**config.mk**
```make
export PLATFORM = sky130hd
export DESIGN_NAME = fetch_controller
export DESIGN_NICKNAME = d
export VERILOG_FILES = /design/src/rtl/spu_fetch_pkg.sv /design/src/rtl/fetch_controller_sat_counter.sv /design/src/rtl/fetch_controller.sv
export SDC_FILE = /design/constraint.sdc
export NUM_CORES = 1
export LEC_CHECK = 0
export ABC_AREA = 1
export BUFFER_PORTS_ARGS = -buffer_cell sky130_fd_sc_hd__buf_2
export CELL_PAD_IN_SITES_DETAIL_PLACEMENT = 1
export CELL_PAD_IN_SITES_GLOBAL_PLACEMENT = 2
export CORE_UTILIZATION = 29
export DETAILED_ROUTE_END_ITERATION = 8
export GPL_TIMING_DRIVEN = 0
export PLACE_DENSITY_LB_ADDON = 0.1
export SYNTH_ARGS = -nofsm -noshare
export SYNTH_HDL_FRONTEND = slang
export SYNTH_SLANG_ARGS = --single-unit
```
**constraint.sdc**
```tcl
create_clock -name clk -period 2 [get_ports clk]
set_input_delay 0.6 -clock clk [delete_from_list [all_inputs] [get_ports clk]]
set_output_delay 0.6 -clock clk [all_outputs]
set_load 0.1 [all_outputs]
```
**src/rtl/spu_fetch_pkg.sv**
```systemverilog
// Shared types and defaults for the fetch stage sequencing logic.
package spu_fetch_pkg;

  typedef enum logic [1:0] {
    BOOT  = 2'd0,
    RUN   = 2'd1,
    FLUSH = 2'd2,
    HALT  = 2'd3
  } fetch_state_t;

  localparam int FLUSH_CNT_W      = 3;
  localparam int BITSIZE_DEF      = 11;
  localparam int FLUSH_CYCLES_DEF = 2;
  localparam int CNT_W_DEF        = 16;

endpackage

```
**src/rtl/fetch_controller_sat_counter.sv**
```systemverilog
// Event counter that sticks at all-ones instead of wrapping.
module sat_counter #(
  parameter int CNT_W = 16
) (
  input  logic             clk,
  input  logic             reset,
  input  logic             inc,
  output logic [CNT_W-1:0] count
);

  logic [CNT_W-1:0] count_q;

  always_ff @(posedge clk or negedge reset) begin
    if (!reset)                      count_q <= '0;
    else if (inc && (count_q != '1)) count_q <= count_q + 1'b1;
  end

  assign count = count_q;

endmodule

```
**src/rtl/fetch_controller.sv**
```systemverilog
// Fetch sequencing: PC enable/source, jump target and IF flush from
// redirect > halt > stall events, plus saturating performance counters.
module fetch_controller
  import spu_fetch_pkg::*;
#(
  parameter int bitsize      = BITSIZE_DEF,
  parameter int FLUSH_CYCLES = FLUSH_CYCLES_DEF,
  parameter int CNT_W        = CNT_W_DEF
) (
  input  logic               clk,
  input  logic               reset,
  input  logic               stall_req,
  input  logic               redirect_valid,
  input  logic [bitsize-1:0] redirect_target,
  input  logic               halt_req,
  input  logic               resume,
  output logic               PC_enable,
  output logic               PC_source,
  output logic [bitsize-1:0] PC_jump,
  output logic               IF_flush,
  output logic               halted,
  output logic [CNT_W-1:0]   stall_count,
  output logic [CNT_W-1:0]   flush_count,
  output logic [CNT_W-1:0]   redirect_count
);

  localparam logic [FLUSH_CNT_W-1:0] RELOAD = FLUSH_CNT_W'(FLUSH_CYCLES - 1);

  fetch_state_t           state_q, state_d;
  logic [FLUSH_CNT_W-1:0] cnt_q, cnt_d;
  logic                   en, src, flush, stall_inc;
  logic [bitsize-1:0]     jump;

  always_ff @(posedge clk or negedge reset) begin
    if (!reset) begin
      state_q <= BOOT;
      cnt_q   <= '0;
    end else begin
      state_q <= state_d;
      cnt_q   <= cnt_d;
    end
  end

  always_comb begin
    state_d   = state_q;
    cnt_d     = cnt_q;
    en        = 1'b0;
    src       = 1'b0;
    jump      = '0;
    flush     = 1'b1;
    stall_inc = 1'b0;
    if (redirect_valid) begin
      en      = 1'b1;
      src     = 1'b1;
      jump    = redirect_target;
      cnt_d   = RELOAD;
      state_d = (FLUSH_CYCLES > 1) ? FLUSH : RUN;
    end else begin
      case (state_q)
        BOOT: state_d = RUN;
        HALT: if (resume) state_d = RUN;
        RUN, FLUSH: begin
          if (halt_req) begin
            state_d = HALT;
            cnt_d   = '0;
          end else begin
            en        = !stall_req;
            stall_inc = stall_req;
            flush     = (state_q == FLUSH);
            // FLUSH counts down even while stalled.
            if (state_q == FLUSH) begin
              cnt_d = cnt_q - 1'b1;
              if (cnt_q <= FLUSH_CNT_W'(1)) state_d = RUN;
            end
          end
        end
        default: state_d = BOOT;
      endcase
    end
    // Reset must win over a redirect that is present while reset is held.
    if (!reset) begin
      en        = 1'b0;
      src       = 1'b0;
      jump      = '0;
      flush     = 1'b1;
      stall_inc = 1'b0;
    end
  end

  assign PC_enable = en;
  assign PC_source = src;
  assign PC_jump   = jump;
  assign IF_flush  = flush;
  assign halted    = (state_q == HALT);

  sat_counter #(.CNT_W(CNT_W)) u_stall_cnt (
    .clk(clk), .reset(reset), .inc(stall_inc), .count(stall_count)
  );
  sat_counter #(.CNT_W(CNT_W)) u_flush_cnt (
    .clk(clk), .reset(reset), .inc(flush && reset), .count(flush_count)
  );
  sat_counter #(.CNT_W(CNT_W)) u_redir_cnt (
    .clk(clk), .reset(reset), .inc(redirect_valid && reset), .count(redirect_count)
  );

endmodule

```
==> reports/summary.txt <==
Total CTS buffers - 5
P per Cell Area - 991 nW/um^2
Share of cells above drive strength 1 - 0.246
CP arrival - 1510 ps
Via density - 4.78
Die Wd - 111 um
Gpl congestion - 0.782
Remaining routing DRC violations - 0
Final Hold Fails - 0
Largest family of logic cells by synthesized area - simple AND/OR/NAND/NOR gates
Yosys warns - 0
CP Launch Type - flop
Final Critical Period - 2110 ps
Post-DP Area - 4150 um^2
Via count - 3639
Final setup fails - 2
Crit share post-route - 1.05
Ant diodes - 0
Non-filler cells, final - 761
Worst Hold Slack - 109 ps
Layout Nets - 641
WL/cell - 14.4 um
# Max-Cap Violations - 0
Sink Count - 53
Synthesized Nets - 546
Slowest library cell on the worst path - dfrtp_1
Vias in the first global route - 3686
FMAX - 474 MHz
Drt pass-1 iters - 4
Drt total wl - 11000 um
CTS root buf - clkbuf_16
Fill cells - 1453
Synth unique cells - 23
Post-Place Setup Slack - -995 ps
Failing checks - setup timing
CP endpoint kind - output pin
Fin worst setup slack - -110 ps
Initial antenna violation count - 0
1st-iter DRT viols - 85
Area grow syn2layout - 35.7%
Post-Synth Simple-Gate Area - 0.407
CTS tree - done
Core area - 11500 um^2
Proportion of netlist area held by the largest area contributor - 0.387
Avg Cell Area, Syn - 6.56 um^2
Port buffer count - 79
H-Tree Depth - 2
Top Ports - 80
Post-Synthesis Cells - 522
Maximum vdd drop - 0.671 mV
Largest net degree at the start of global routing - 29
Slew Limit Fails - 0
Placed instance count - 744
Leakage power - 2.31 nW
Adder-cell share of the synthesized area - 0.0256
Crit-path max FO - 2
Mapped cell area - 3420 um^2
Initial Util - 0.299
Clock transition at the registers of the reported paths - 80 ps
Hold-fix buffers, CTS - 0
GRT overflow - 0
Worst rel slew slack - 0.670
Core Rows - 39
Dpl hpwl - 7770 um
Hold Crit Class - input port to asynchronous set/reset pin
RSZ-0062 raised after global routing - yes
First-pass GRT wire length - 18500 um
Slew @ Worst Pin - 498 ps
Crit Path Category - flop to output pin
Post-synthesis xor/xnor area fraction - 0.0409
Sequential share of the synthesized area - 0.387
Post-synthesis mux area share - 0
Setup TNS - -135 ps
Die area - 12200 um^2
Outcome - finished with violations
Post-synthesis register bit count - 53
Clock Latency Late Sink - 300 ps
Synth top area cells - dfrtp_1 (39%), nand2_1 (24%), nor2_1 (7.2%), inv_1 (7.1%), nand3_1 (3.7%)
Leading area contributor after synthesis - dfrtp_1
Clock Path Buffers - 2
Worst Skew - 8.08 ps
Finished Cell Area - 4650 um^2
Worst path max stage delay - 420 ps
Total power draw - 4.60 mW
Final core utilization - 0.405
GRT Resource Usage Total - 0.187
Post-route ant nets - 0
Compound-Gate Fraction of Synth Area - 0.0486
Vert. Die Dim - 111 um
CP Cell Sequence - ha_4 -> inv_4 -> nand2_4 -> o31ai_4 -> buf_12
Worst EP required - 1400 ps
-- power breakdown --
part	internal, mW	switching (mW)	leakage [nW]
clock	0.716	0.427	0.0938
combinational	0.419	1.59	1.53
sequential	1.24	0.219	0.688
-- layout by cell type, fill, tap and decap left out, drive strengths merged --
cell    instances
nand3b          1
clkinv          1
nor2           72
o21ai          26
clkbuf          8
dfrtp          53
bufbuf          2
xnor2           8
buf            90
o31ai           2
ha              7
nand2         222
nand3          26
xor2            8
bufinv          2
inv            68
nand4          20
a21oi           2
-- critical path: cells and delay by family (launching register included) --
kind,cells,cell delay [ps]
buffers and inverters,2,270
adder cells (fa/ha/maj),1,270
AND/OR/NAND/NOR,1,50
AO/OA/AOI/OAI,1,210
flip-flops,1,420
-- cell type report --
cell class	count	area, um^2	share of cell area
plain buffers	7	76.3	0.0164
inverters	68	258	0.0555
clock inverters	3	65.1	0.0140
repair buffers	88	672	0.145
multi-input cells	394	1920	0.414
flip-flops and latches	53	1350	0.290
well taps	143	179	0.0385
clock buffers	5	125	0.0269
-- cells by family (layout without fill, tap and decap cells) --
| group | count (synthesis) | in the layout |
|---|---|---|
| xor+xnor | 16 | 16 |
| fa+ha+maj | 7 | 7 |
| compound gates | 30 | 30 |
| buf+inv | 75 | 171 |
| flops | 53 | 53 |
| simple gates | 341 | 341 |
-- state kept, by name, summed over array words and instances, names as in the netlist --
name / flops
u_flush_cnt.count: 16
u_redir_cnt.count: 16
u_stall_cnt.count: 16
cnt_q: 3
state_q: 2
-- cell usage after synthesis (all sizes together) --
cell type / number
o31ai: 2
nor2: 72
o21ai: 26
xnor2: 8
a21oi: 2
clkbuf: 1
nand4: 20
dfrtp: 53
nand2: 222
nand3b: 1
buf: 6
inv: 68
xor2: 8
nand3: 26
ha: 7
-- layer usage --
layer / share of wire / vias up / GRT usage
met5: 0 / - / 0
met4: 0.0065 / 0 / 0.0320
met2: 0.52 / 36 / 0.340
li1: - / 1808 / -
met3: 0.022 / 7 / 0.0262
met1: 0.46 / 1788 / 0.237
-- final timing paths --
check | startpoint | endpoint | slack, ps | cells past startpoint
setup reg to reg | u_flush_cnt.count[0] | u_flush_cnt.count[5] | 220 | 9
max in group asynchronous | reset | u_flush_cnt.count[3] | 1580 | 1
hold reg to reg | cnt_q[0] | cnt_q[0] | 500 | 2
min in group clk | cnt_q[0] | cnt_q[0] | 500 | 2
hold / removal | reset | u_stall_cnt.count[7] | 110 | 1
setup / recovery | state_q[1] | PC_enable | -110 | 5
-- what timing repair did --
item | CTS | global route
pin swaps | 2 | 2
cloned | 2 | 1
buffers inserted | 3 | 3
setup endpoints to repair | 34 | 18
gates resized for setup | 46 | 6
No activity file was read; power rests on OpenSTA's default activity.
